File: config.mk
export PLATFORM = sky130hd
export DESIGN_NAME = halt_drain_monitor
export DESIGN_NICKNAME = d
export VERILOG_FILES = /design/src/rtl/halt_drain_monitor.sv
export SDC_FILE = /design/constraint.sdc
export NUM_CORES = 1
export LEC_CHECK = 0
export CAP_MARGIN = 20
export CORE_MARGIN = 2
export CORE_UTILIZATION = 50
export DETAILED_ROUTE_END_ITERATION = 10
export MAX_ROUTING_LAYER = met4
export PLACE_DENSITY = 0.89
export SKIP_CTS_REPAIR_TIMING = 1
export SLEW_MARGIN = 20
export SYNTH_ARGS = -nofsm -noshare
export SYNTH_HDL_FRONTEND = slang
export SYNTH_SLANG_ARGS = --single-unit
File: constraint.sdc
create_clock -name clk_core -period 2.7 [get_ports clk_core]
set_input_delay 0.27 -clock clk_core [delete_from_list [all_inputs] [get_ports clk_core]]
set_output_delay 0.27 -clock clk_core [all_outputs]
set_load 0.1 [all_outputs]
File: src/rtl/halt_drain_monitor.sv
// End-of-test detector: accepts a stop request, waits for all pipeline stages to stay idle
// for QUIET_CYCLES consecutive cycles, and bounds the drain with a watchdog. Macro: SIM_FINISH_EN.
module halt_drain_monitor #(
    parameter int NSTAGES      = 5,
    parameter int QUIET_CYCLES = 2,
    parameter int TIMEOUT      = 4096,
    parameter int CODE_W       = 8,
    parameter int CNT_W        = 16
) (
    input  logic               clk_core,
    input  logic               reset,
    input  logic               stop_req,
    input  logic [CODE_W-1:0]  stop_code,
    input  logic [NSTAGES-1:0] stage_valid,
    input  logic [NSTAGES-1:0] stage_exc,
    output logic               busy,
    output logic               halted,
    output logic               timed_out,
    output logic [CODE_W-1:0]  exit_code,
    output logic [CNT_W-1:0]   drain_cycles
);
    localparam int QW = $clog2(QUIET_CYCLES + 1);
    localparam int WW = $clog2(TIMEOUT + 1);

    typedef enum logic [2:0] {S_RUN, S_DRAIN, S_QUIET, S_DONE, S_TMO} state_t;

    state_t        state, state_nxt;
    logic [QW-1:0] quiet_cnt, quiet_nxt;
    logic [WW-1:0] wdog;
    logic          idle, wdog_exp;

    assign idle     = ~|stage_valid & ~|stage_exc;
    assign wdog_exp = (wdog == WW'(TIMEOUT - 1));

    always_comb begin
        state_nxt = state;
        quiet_nxt = quiet_cnt;
        case (state)
            S_RUN: begin
                if (stop_req) begin
                    state_nxt = S_DRAIN;
                    quiet_nxt = '0;
                end
            end
            S_DRAIN: begin
                if (idle) begin
                    quiet_nxt = QW'(1);
                    state_nxt = (QUIET_CYCLES == 1) ? S_DONE : S_QUIET;
                end
                // completion on the watchdog's last cycle still counts as DONE
                if (state_nxt != S_DONE && wdog_exp) state_nxt = S_TMO;
            end
            S_QUIET: begin
                if (idle) begin
                    quiet_nxt = quiet_cnt + QW'(1);
                    if (quiet_cnt == QW'(QUIET_CYCLES - 1)) state_nxt = S_DONE;
                end else begin
                    quiet_nxt = '0;
                    state_nxt = S_DRAIN;
                end
                if (state_nxt != S_DONE && wdog_exp) state_nxt = S_TMO;
            end
            default: ;
        endcase
    end

    always_ff @(posedge clk_core) begin
        if (reset) begin
            state        <= S_RUN;
            quiet_cnt    <= '0;
            wdog         <= '0;
            exit_code    <= '0;
            drain_cycles <= '0;
        end else begin
            state     <= state_nxt;
            quiet_cnt <= quiet_nxt;
            if (state == S_RUN && stop_req) begin
                exit_code    <= stop_code;
                drain_cycles <= '0;
                wdog         <= '0;
            end else if (state == S_DRAIN || state == S_QUIET) begin
                wdog <= wdog + WW'(1);
                if (drain_cycles != '1) drain_cycles <= drain_cycles + CNT_W'(1);
            end
        end
    end

    assign busy      = (state == S_DRAIN) || (state == S_QUIET);
    assign halted    = (state == S_DONE);
    assign timed_out = (state == S_TMO);

`ifdef SIM_FINISH_EN
    always_ff @(posedge clk_core) begin
        if (!reset) begin
            if (state == S_DONE) begin
                $display("PASS code=%0h cycles=%0d", exit_code, drain_cycles);
                $finish;
            end
            if (state != S_TMO && state_nxt == S_TMO) begin
                $display("TIMEOUT code=%0h cycles=%0d", exit_code, drain_cycles);
                $fatal(1, "drain watchdog expired");
            end
        end
    end
`else
`endif

endmodule

After elaboration in Yosys (flattened, before gate mapping)
Index checks and enable logic that the tools add are counted. Widths: inputs -> output; s select.

Register bits: 42. Output and inout bits: 27. Word-level logic and storage cells: 47.

Reduce and logical (&&, ||, !) cells: 14. Bitwise logic cells: 1. Add/subtract/negate cells: 3. Multiplexer cells: 13. Eq/ne operators: 11.

Operator list (number): $mux 3 (8); $add 16x1->16 const B (1); $ne 16x16->1 const B (1); $add 13x1->13 const B (1); $eq 13x12->1 const B (1); $reduce_or 5->1 (2); $pmux 3 s3 (1); $eq 3x2->1 const B (2); $mux 2 (3); $ne 3x2->1 const B (2); $pmux 2 s3 (1); $ne 2x2->1 const B (2); $reduce_and 2->1 (2); $eq 3x1->1 const B (1); $eq 3x3->1 const B (1); $logic_and 1x1->1 (3); $logic_not 3->1 (1); $reduce_and 3->1 (1); $reduce_bool 3->1 (1); $add 2x1->2 const B (1); $eq 2x1->1 const B (1); $logic_not 1->1 (2); $reduce_or 2->1 (1); $and 1x1->1 (1); $logic_or 1x1->1 (1).

Longest topological paths before layout
Depth in word-level cells: 9. Gate-level depth with buffers: 6. Mapped depth without buffers: 6.

Worst setup path after synthesis
Ideal clock, no wire load.

Kind: register -> output. From: register state[2]. To: output timed_out. Slack: -645 ps. Stages on the path, launching flop included: 5. Arrival: 3075 ps. Path through: dfxtp_1 clkbuf_1 clkbuf_1 inv_1 nor3_1.

Longest elaborated chain between the ends: 1.

RTL lines: start: declaration (line 27) `state_t state, state_nxt;`; start signal: assignment (line 75) `state <= state_nxt;`; $eq 3x3->1 (line 90) `assign timed_out = (state == S_TMO);`; end: declaration (line 18) `output logic timed_out,`.

Every way passes these cells.

Worst setup path in the final report
From: register state[1]. To: output busy.

Longest elaborated chain between the ends: 2.

RTL lines: $eq 3x1->1 / $eq 3x2->1 (equally long branches) (line 88) `assign busy = (state == S_DRAIN) || (state == S_QUIET);`; $logic_or 1x1->1 (*) (line 88); end: declaration (line 16) `output logic busy,`.

Mark *: on every way between the ends. The rest lies on a longest branch, timed or not.

==> run metrics <==
status=finished clean; I/O pin cnt=48; row cnt=23; die span in x=68.55 um; Primary FF master, synth=dfxtp_1; Max transition margin=41.96%; most frequent cells in the layout=dfxtp_1 (42), buf_4 (32), a21oi_1 (30); Max Root-Sink Buffers=2; Critical Path AT=2.17 ns; post-layout minimum cycle time=2.439 ns; largest net degree at the start of global routing=26; final setup violation count=0; Critical Path Sink Type=output port; DRT Pass-1 Iters=4; fin util=65.97%; RSZ-0062 raised after global routing=no; Seq cells post-synth=42; Port-buffer cells=47; Skew-Pair Late Insertion Delay=0.29 ns; first-pass GRT wire length=8093 um; Post-synth EDFFs=0; most common cell after layout, fill and taps aside=dfxtp_1; CTS root buffer=clkbuf_8; IR drop worst, VDD=0.0003311 V; Critical Path RT=2.43 ns; total power=0.001274 W; Sink Count=42; layout cell share with drive strength beyond 1=14.43%; Layout area overhead=26.67%; Unique masters post-synth=39; DIE AREA=4699 sq um; critical-path maximum fanout=14; sequential area share after synthesis=40.36%; Die Height=68.55 um; TritonCTS buffer count=5; Mean Syn Cell Area=8.012 sq um; dpl hpwl=3506 um; Clock Pin Slew Worst Setup and Hold Paths=0.08 ns; pwr/cell area=483.0 nW/um^2; Post-DRT Antenna Nets=0; Worst Hold Class=reg -> reg; grt total ovfl=0; Worst-Margin Slew=0.8643 ns; yosys synthesis warning count=0; H-Tree Depth=2; final worst path period share=90.32%; CTS tree=yes; Inserted Diodes=0; initial antenna violation count=0; Final Max Tran Viols=0; Via-to-Cell Ratio=5.980; GPL Wtd Cong=0.9088; fmax=410.1 MHz; Critical Path Start Type=register; Syn Nets=284; vias=2123; Worst Skew=0.001511 ns; Post-Syn Area=2083 sq um; WL per Instance=13.68 um; Tot GR Track Use=23.26%; final setup TNS=0 ns; post-synthesis cell count=260; leak pwr=0.9037 nW; core area=4000 sq um; Setup CP Type=reg -> out; initial DRC count=195; Hold Vio Cnt, Final=0; drt drc=0; fin nets=328; Detailed Route WL=4857 um; Max Cap Viol=0; vias in the first global route=1876; Post-synth ARST share=0%; Starting Density=52.08%
[logic make-up (layout without fill, tap and decap cells)]
logic type,Yosys count,in the layout,synth area share [%]
xor gates and xnor gates,7,7,2.943
and+or+nand+nor,117,117,31.05
buffers and inverters,23,68,4.324
adders and majority gates,3,3,1.802
muxes,2,2,0.9610
AOI/OAI and AO/OA,66,66,18.56
DFF,42,42,40.36
[area by class of cell]
cell class,count,area [sq um]
fill,325,1361
multi-input combinational,195,1157
sequential,42,840.8
timing repair buffer,53,460.4
clock buffer,7,86.33
tap,50,62.56
inverter,7,26.28
clock inverter,1,5.005
[registers in the layout (all words and copies together) (netlist names)]
name	cells
wdog	13
state	3
quiet_cnt	2
drain_cycles	16
exit_code	8
[critical path: stages, from the launching register on]
cell     delay, ns
dfxtp_1       0.43
xnor2_1       0.73
or2_0         0.32
inv_1         0.19
buf_12        0.20
[path summary, 6_finish.rpt]
path	endpoint	start	slack (ns)	cells after the start
hold / removal	exit_code[2]	exit_code[2]	0.46	2
setup reg to reg	wdog[11]	state[1]	0.39	4
setup / recovery	busy	state[1]	0.26	4
hold reg to reg	exit_code[2]	exit_code[2]	0.46	2
[metal layers]
metal	GRT usage, %	vias to the layer above	part of all wire [%]
li1	-	1058	-
met1	29.12	968	45
met2	36.18	90	45
met3	5.195	7	7.7
met4	9.750	0	1.5
met5	-	-	0
[power by group]
group | switching, W | internal, W | total (W)
registers | 0.0000111 | 0.000633 | 0.000644
logic | 0.000140 | 0.0000715 | 0.000211
clock network | 0.000213 | 0.000206 | 0.000419
total | 0.000364 | 0.000911 | 0.00127
[synth_stat cells (2+ instances only)]
| master | number | share of area, % |
|---|---|---|
| a21oi_1 | 30 | 7.2 |
| a31oi_1 | 4 | 1.2 |
| and3_1 | 3 | 0.90 |
| and4_1 | 2 | 0.84 |
| buf_2 | 3 | 0.72 |
| clkbuf_1 | 12 | 2.2 |
| dfxtp_1 | 42 | 40 |
| ha_1 | 3 | 1.8 |
| inv_1 | 7 | 1.3 |
| mux2i_1 | 2 | 0.96 |
| nand2_1 | 29 | 5.2 |
| nand2b_1 | 3 | 0.90 |
| nand3_1 | 13 | 3.1 |
| nand4_1 | 9 | 2.7 |
| nor2_1 | 11 | 2.0 |
| nor3_1 | 7 | 1.7 |
| nor4_1 | 9 | 2.7 |
| nor4b_1 | 2 | 0.84 |
| o21ai_0 | 15 | 3.6 |
| o31ai_1 | 7 | 2.5 |
| o41ai_1 | 3 | 1.3 |
| or3_1 | 11 | 3.3 |
| or4_1 | 9 | 3.2 |
| or4b_1 | 2 | 0.96 |
| or4b_2 | 2 | 0.96 |
| xnor2_1 | 7 | 2.9 |
[stage by stage]
step | instance area, sq um | std cells | setup slack [ns] | hold WS (ns)
4_1_cts | 2639 | 355 | 0.2560 | 0.4611
6_report | 2639 | 355 | 0.2614 | 0.4623
3_3_place_gp | 2547 | 347 | 0.4653 | 0.4434
2_1_floorplan | 2088 | 260 | 0.04286 | 0.4060
3_5_place_dp | 2547 | 347 | 0.3995 | 0.4500
5_1_grt | 2639 | 355 | 0.02343 | 0.4758
(Power assumes the default switching activity.)
==> RTL edit 1, RTL diff (config.mk and constraints unchanged) <==
Re-encode `state_t` (5 states) as one-hot, 5 bits wide.
--- a/src/rtl/halt_drain_monitor.sv
+++ b/src/rtl/halt_drain_monitor.sv
@@ -22,7 +22,7 @@
     localparam int QW = $clog2(QUIET_CYCLES + 1);
     localparam int WW = $clog2(TIMEOUT + 1);
 
-    typedef enum logic [2:0] {S_RUN, S_DRAIN, S_QUIET, S_DONE, S_TMO} state_t;
+    typedef enum logic [4:0] {S_RUN = 5'b00001, S_DRAIN = 5'b00010, S_QUIET = 5'b00100, S_DONE = 5'b01000, S_TMO = 5'b10000} state_t;
 
     state_t        state, state_nxt;
     logic [QW-1:0] quiet_cnt, quiet_nxt;
Behaviour: same outputs for any inputs over 10 cycles, from zero or initial values and one cycle with reset high; not proved beyond that.
==> RTL edit 1 against the unedited design <==
  * Hold slack worse by 0.0011 ns
  * Sequential power up 5.0%
  * Critical path depth unchanged
  * First-iteration DRC count down 41%
  * Setup slack better by 0.26 ns
  * Synthesized area up 4.8%
  * Sequential cell count up 2
  * Design area up 3.9%
  * Wire length up 5.5%
  * Die area up 4.5%
  * Total power up 3.4%
  * Largest power group unchanged
==> RTL edit 1: results (changes against the unedited design) <==
| Metric | Value |
|---|---|
| Clk tree area frac | 3.28% (-0.18 points) |
| Top delay family on crit path | flip-flops |
| R2R Setup Slk | 0.60 ns (+0.21 ns) |
| Final net count | 335 (+2.1%) |
| DRT Wirelength | 5.12 mm (+5.5%) |
| First-pass GRT wire length | 8.76 mm (+8.2%) |
| DP Worst Slack | 0.631 ns (+0.231 ns) |
| Non-CTS buffers | 54 (+1.9%) |
| Syn_nets | 287 (+1.1%) |
| Largest net degree at the start of global routing | 17 (-35%) |
| Reg-to-Reg End | drain_cycles[11] |
| Worst r2r src | state[4] |
| Slowest stage cell, crit path | dfxtp_1 |
| Synth Register Bits | 44 (+4.8%) |
| Top cells by area, synth | dfxtp_1, a21oi_1, nand2_1 |
| Status | complete, no violations |
| Die area | 4910 µm² (+4.5%) |
| Hold Slack | 0.461 ns (-0.00114 ns) |
| Vias in the first global route | 1990 (+6.1%) |
| Cell variety after synth | 48 (+23%) |
| #MultiIn Comb | 200 (+2.6%) |
| Inverters | 6 (-1) |
| Combinational power | 0.000227 W (+8%) |
| Clock Skew | 0.00309 ns (+0.00158 ns) |
| Top post-synthesis cells by count | dfxtp_1, nand2_1, a21oi_1 |
| Worst stage delay on the critical path | 0.52 ns (-0.21 ns) |
| Flop pwr share | 51.3% (+0.8 points) |
| Worst-Margin Slew | 0.803 ns (-0.0613 ns) |
| Internal power | 0.000947 W (+3.9%) |
| Filler instances | 373 (+15%) |
| Placed cell count | 356 (+2.6%) |
| Peak supply drop | 0.364 mV (+9.9%) |
| Avg Vias per Cell | 5.85 (-2.2%) |
| Leak | 0.964 nW (+6.7%) |
| Crit Path Max Fanout | 10 (-4) |
| Area of the multi-input gates | 1220 µm² (+5.1%) |
| Post-synthesis sequential area ratio | 40.3% (about the same) |
| Min-delay src | exit_code[4] |
-- RTL edit 1: changes by cell type after synthesis, sizes merged, moves of 4 or more --
cell   before  now
o21ai      15    4
or4b        4    0
nand2      29   36
xor2        0    4
nor2       11   15
and4        2    6
or3        11    5
-- RTL edit 1: kinds of logic (layout without fill, tap and decap cells) --
family                   Yosys count  in the layout  share of synthesized area (%)
AO/OA/AOI/OAI                     58             58                           16.8
XOR/XNOR                           9              9                           3.61
flip-flops                        44             44                           40.3
AND/OR/NAND/NOR                  126            126                           31.7
buffers and inverters             19             68                           3.95
adder cells (fa/ha/maj)            3              3                           1.72
multiplexers                       4              4                           1.83
-- RTL edit 1: per-layer routing --
layer	track usage (%)	vias up	wire length (µm)
met5	-	-	0
met4	9.19	0	50
met3	4.04	7	214
met2	35.2	54	2530
met1	27.7	1005	2330
li1	-	1064	-
-- RTL edit 1: tightest hold or removal path, delay by kind of cell, from the launching register on --
family,cells,cell delay (ns)
compound gates,1,0.05
flops,1,0.32
simple gates,1,0.05
==> RTL edit 2, RTL diff (config.mk and constraints unchanged) <==
Made on the original files. Change the parameter `CNT_W` from 16 to 20.
--- a/src/rtl/halt_drain_monitor.sv
+++ b/src/rtl/halt_drain_monitor.sv
@@ -5,7 +5,7 @@
     parameter int QUIET_CYCLES = 2,
     parameter int TIMEOUT      = 4096,
     parameter int CODE_W       = 8,
-    parameter int CNT_W        = 16
+    parameter int CNT_W        = 20
 ) (
     input  logic               clk_core,
     input  logic               reset,
Interface: changed (resized drain_cycles); port bits go from 48 to 52. The function was not compared with the original's and may differ.
==> RTL edit 2 against the unedited design <==
  * Combinational power rose by 11%
  * Sequential cell count increased by 4
  * Design area up 13%
  * Setup slack gained 0.19 ns
  * Synthesized cell count increased by 13%
  * Total power increased by 8.4%
  * Fmax grew 8.7%
  * Synthesized area is 14% higher
  * Wire length up 18%
  * Critical path type unchanged
==> RTL edit 2: results (changes against the unedited design) <==
| Metric | Value |
|---|---|
| Root Driver | clkbuf_8 |
| Top Registers | drain_cycles (20), wdog (13), exit_code (8) |
| Max_slew headroom | 44.1% (+2.1 points) |
| R2R Setup Slk | 0.47 ns (+0.08 ns) |
| Worst r2r src | state[1] |
| Max clock buf depth | 2 (unchanged) |
| Top delay family on crit path | flip-flops |
| Top cells by area, synth | dfxtp_1, nand2_1, mux2i_1 |
| TritonCTS buffer count | 5 (unchanged) |
| Worst hold endpoint | exit_code[4] |
| Critical path arrival | 1.97 ns (-0.20 ns) |
| Reg-to-Reg End | drain_cycles[11] |
| Hold Path Cell Cnt | 2 (unchanged) |
| Ys Warns | 0 (unchanged) |
| Final net count | 369 (+13%) |
| Worst Hold Class | flip-flop to flip-flop |
| Clock H-tree levels | 2 (unchanged) |
| Global placement routability congestion | 0.851 (-6.4%) |
| # diodes | 0 (unchanged) |
| Slowest stage cell, crit path | dfxtp_1 |
| Antenna violations before repair | 0 (unchanged) |
| Iteration-0 DRC Markers | 232 (+19%) |
| Post-synthesis sequential area ratio | 38.8% (-1.5 points) |
| Syn_nets | 317 (+12%) |
| Layout cells sized above 1 | 15.6% (+1.2 points) |
| DR WL/cell | 14.4 µm (+5.0%) |
| Async set-or-reset flop fraction in the synthesized netlist | 0% (unchanged) |
| Leak | 1.09 nW (+20%) |
| Reg2reg path depth | 4 (unchanged) |
| Worst-Skew Late Latency | 0.30 ns |
| Status | complete, no violations |
| Largest net degree at the start of global routing | 22 (-15%) |
| First-pass GRT wire length | 9.72 mm (+20%) |
| Min-delay src | exit_code[4] |
| Clock Skew | 0.00423 ns (+0.00271 ns) |
| Worst-path clk slew | 0.08 ns (about the same) |
| Top post-synthesis cells by count | nand2_1, dfxtp_1, a21oi_1 |
| Vias in the first global route | 2110 (+12%) |
| Detailed-route via count | 2336 (+10%) |
| Port Buffers | 51 (+8.5%) |
| Crit Path Max Fanout | 14 (unchanged) |
| Worst stage delay on the critical path | 0.64 ns (-0.09 ns) |
| Pre-antenna DRT Iters | 4 (unchanged) |
| DP HPWL | 4.06 mm (+16%) |
| Cell variety after synth | 40 (+2.6%) |
| Peak supply drop | 0.425 mV (+28%) |
| All-Layer GR Usage | 23.7% (+0.43 points) |
[RTL edit 2: final cells by class]
cell class	count	area [µm²]
sequential	46	921
clock buffer	7	86.3
timing repair buffer	60	513
inverter	8	30.0
multi-input combinational	224	1370
fill	377	1670
clock inverter	1	5.00
tap	54	67.6
[RTL edit 2: worst max path at each step]
stage,end,slack [ns],startpoint,cells past startpoint
floorplan,drain_cycles[11],0.05,drain_cycles[2],5
global placement,wdog[0],0.42,stop_req,5
detailed placement,wdog[12],0.38,stop_req,5
CTS,busy,0.44,state[1],4
global route,drain_cycles[5],0.30,state[1],4
finish,busy,0.46,state[1],4
[RTL edit 2: metal layers]
layer,track usage (%),part of all wire [%],vias up
met5,-,0,-
met4,5.97,0.96,0
met3,6.35,4.5,6
met2,35.9,49,65
met1,31.6,46,1087
li1,-,-,1178
[RTL edit 2: cell families after synthesis]
family                   synth area share, %
AND/OR/NAND/NOR                         33.5
multiplexers                            6.33
flip-flops                              38.8
adder cells (fa/ha/maj)                 1.58
AO/OA/AOI/OAI                           12.7
XOR/XNOR                                3.32
buffers and inverters                   3.80
[RTL edit 2: per-stage QoR]
| step | hold slack, ns | instances | cell area (µm²) | util (%) | setup slack, ns |
|---|---|---|---|---|---|
| after floorplan | 0.406 | 293 | 2380 | - | 0.0500 |
| after global placement | 0.451 | 392 | 2900 | 62.3 | 0.417 |
| after detailed placement | 0.451 | 392 | 2900 | 62.3 | 0.380 |
| after CTS | 0.465 | 400 | 2990 | 64.2 | 0.440 |
| after global routing | 0.482 | 400 | 2990 | 64.2 | 0.297 |
| final | 0.466 | 400 | 2990 | 64.2 | 0.456 |
[RTL edit 2: report_power, final]
part	switching, W	total [W]	internal, W
combinational	0.000153	0.000234	0.0000806
sequential	0.0000171	0.000709	0.000692
clock	0.000232	0.000439	0.000207
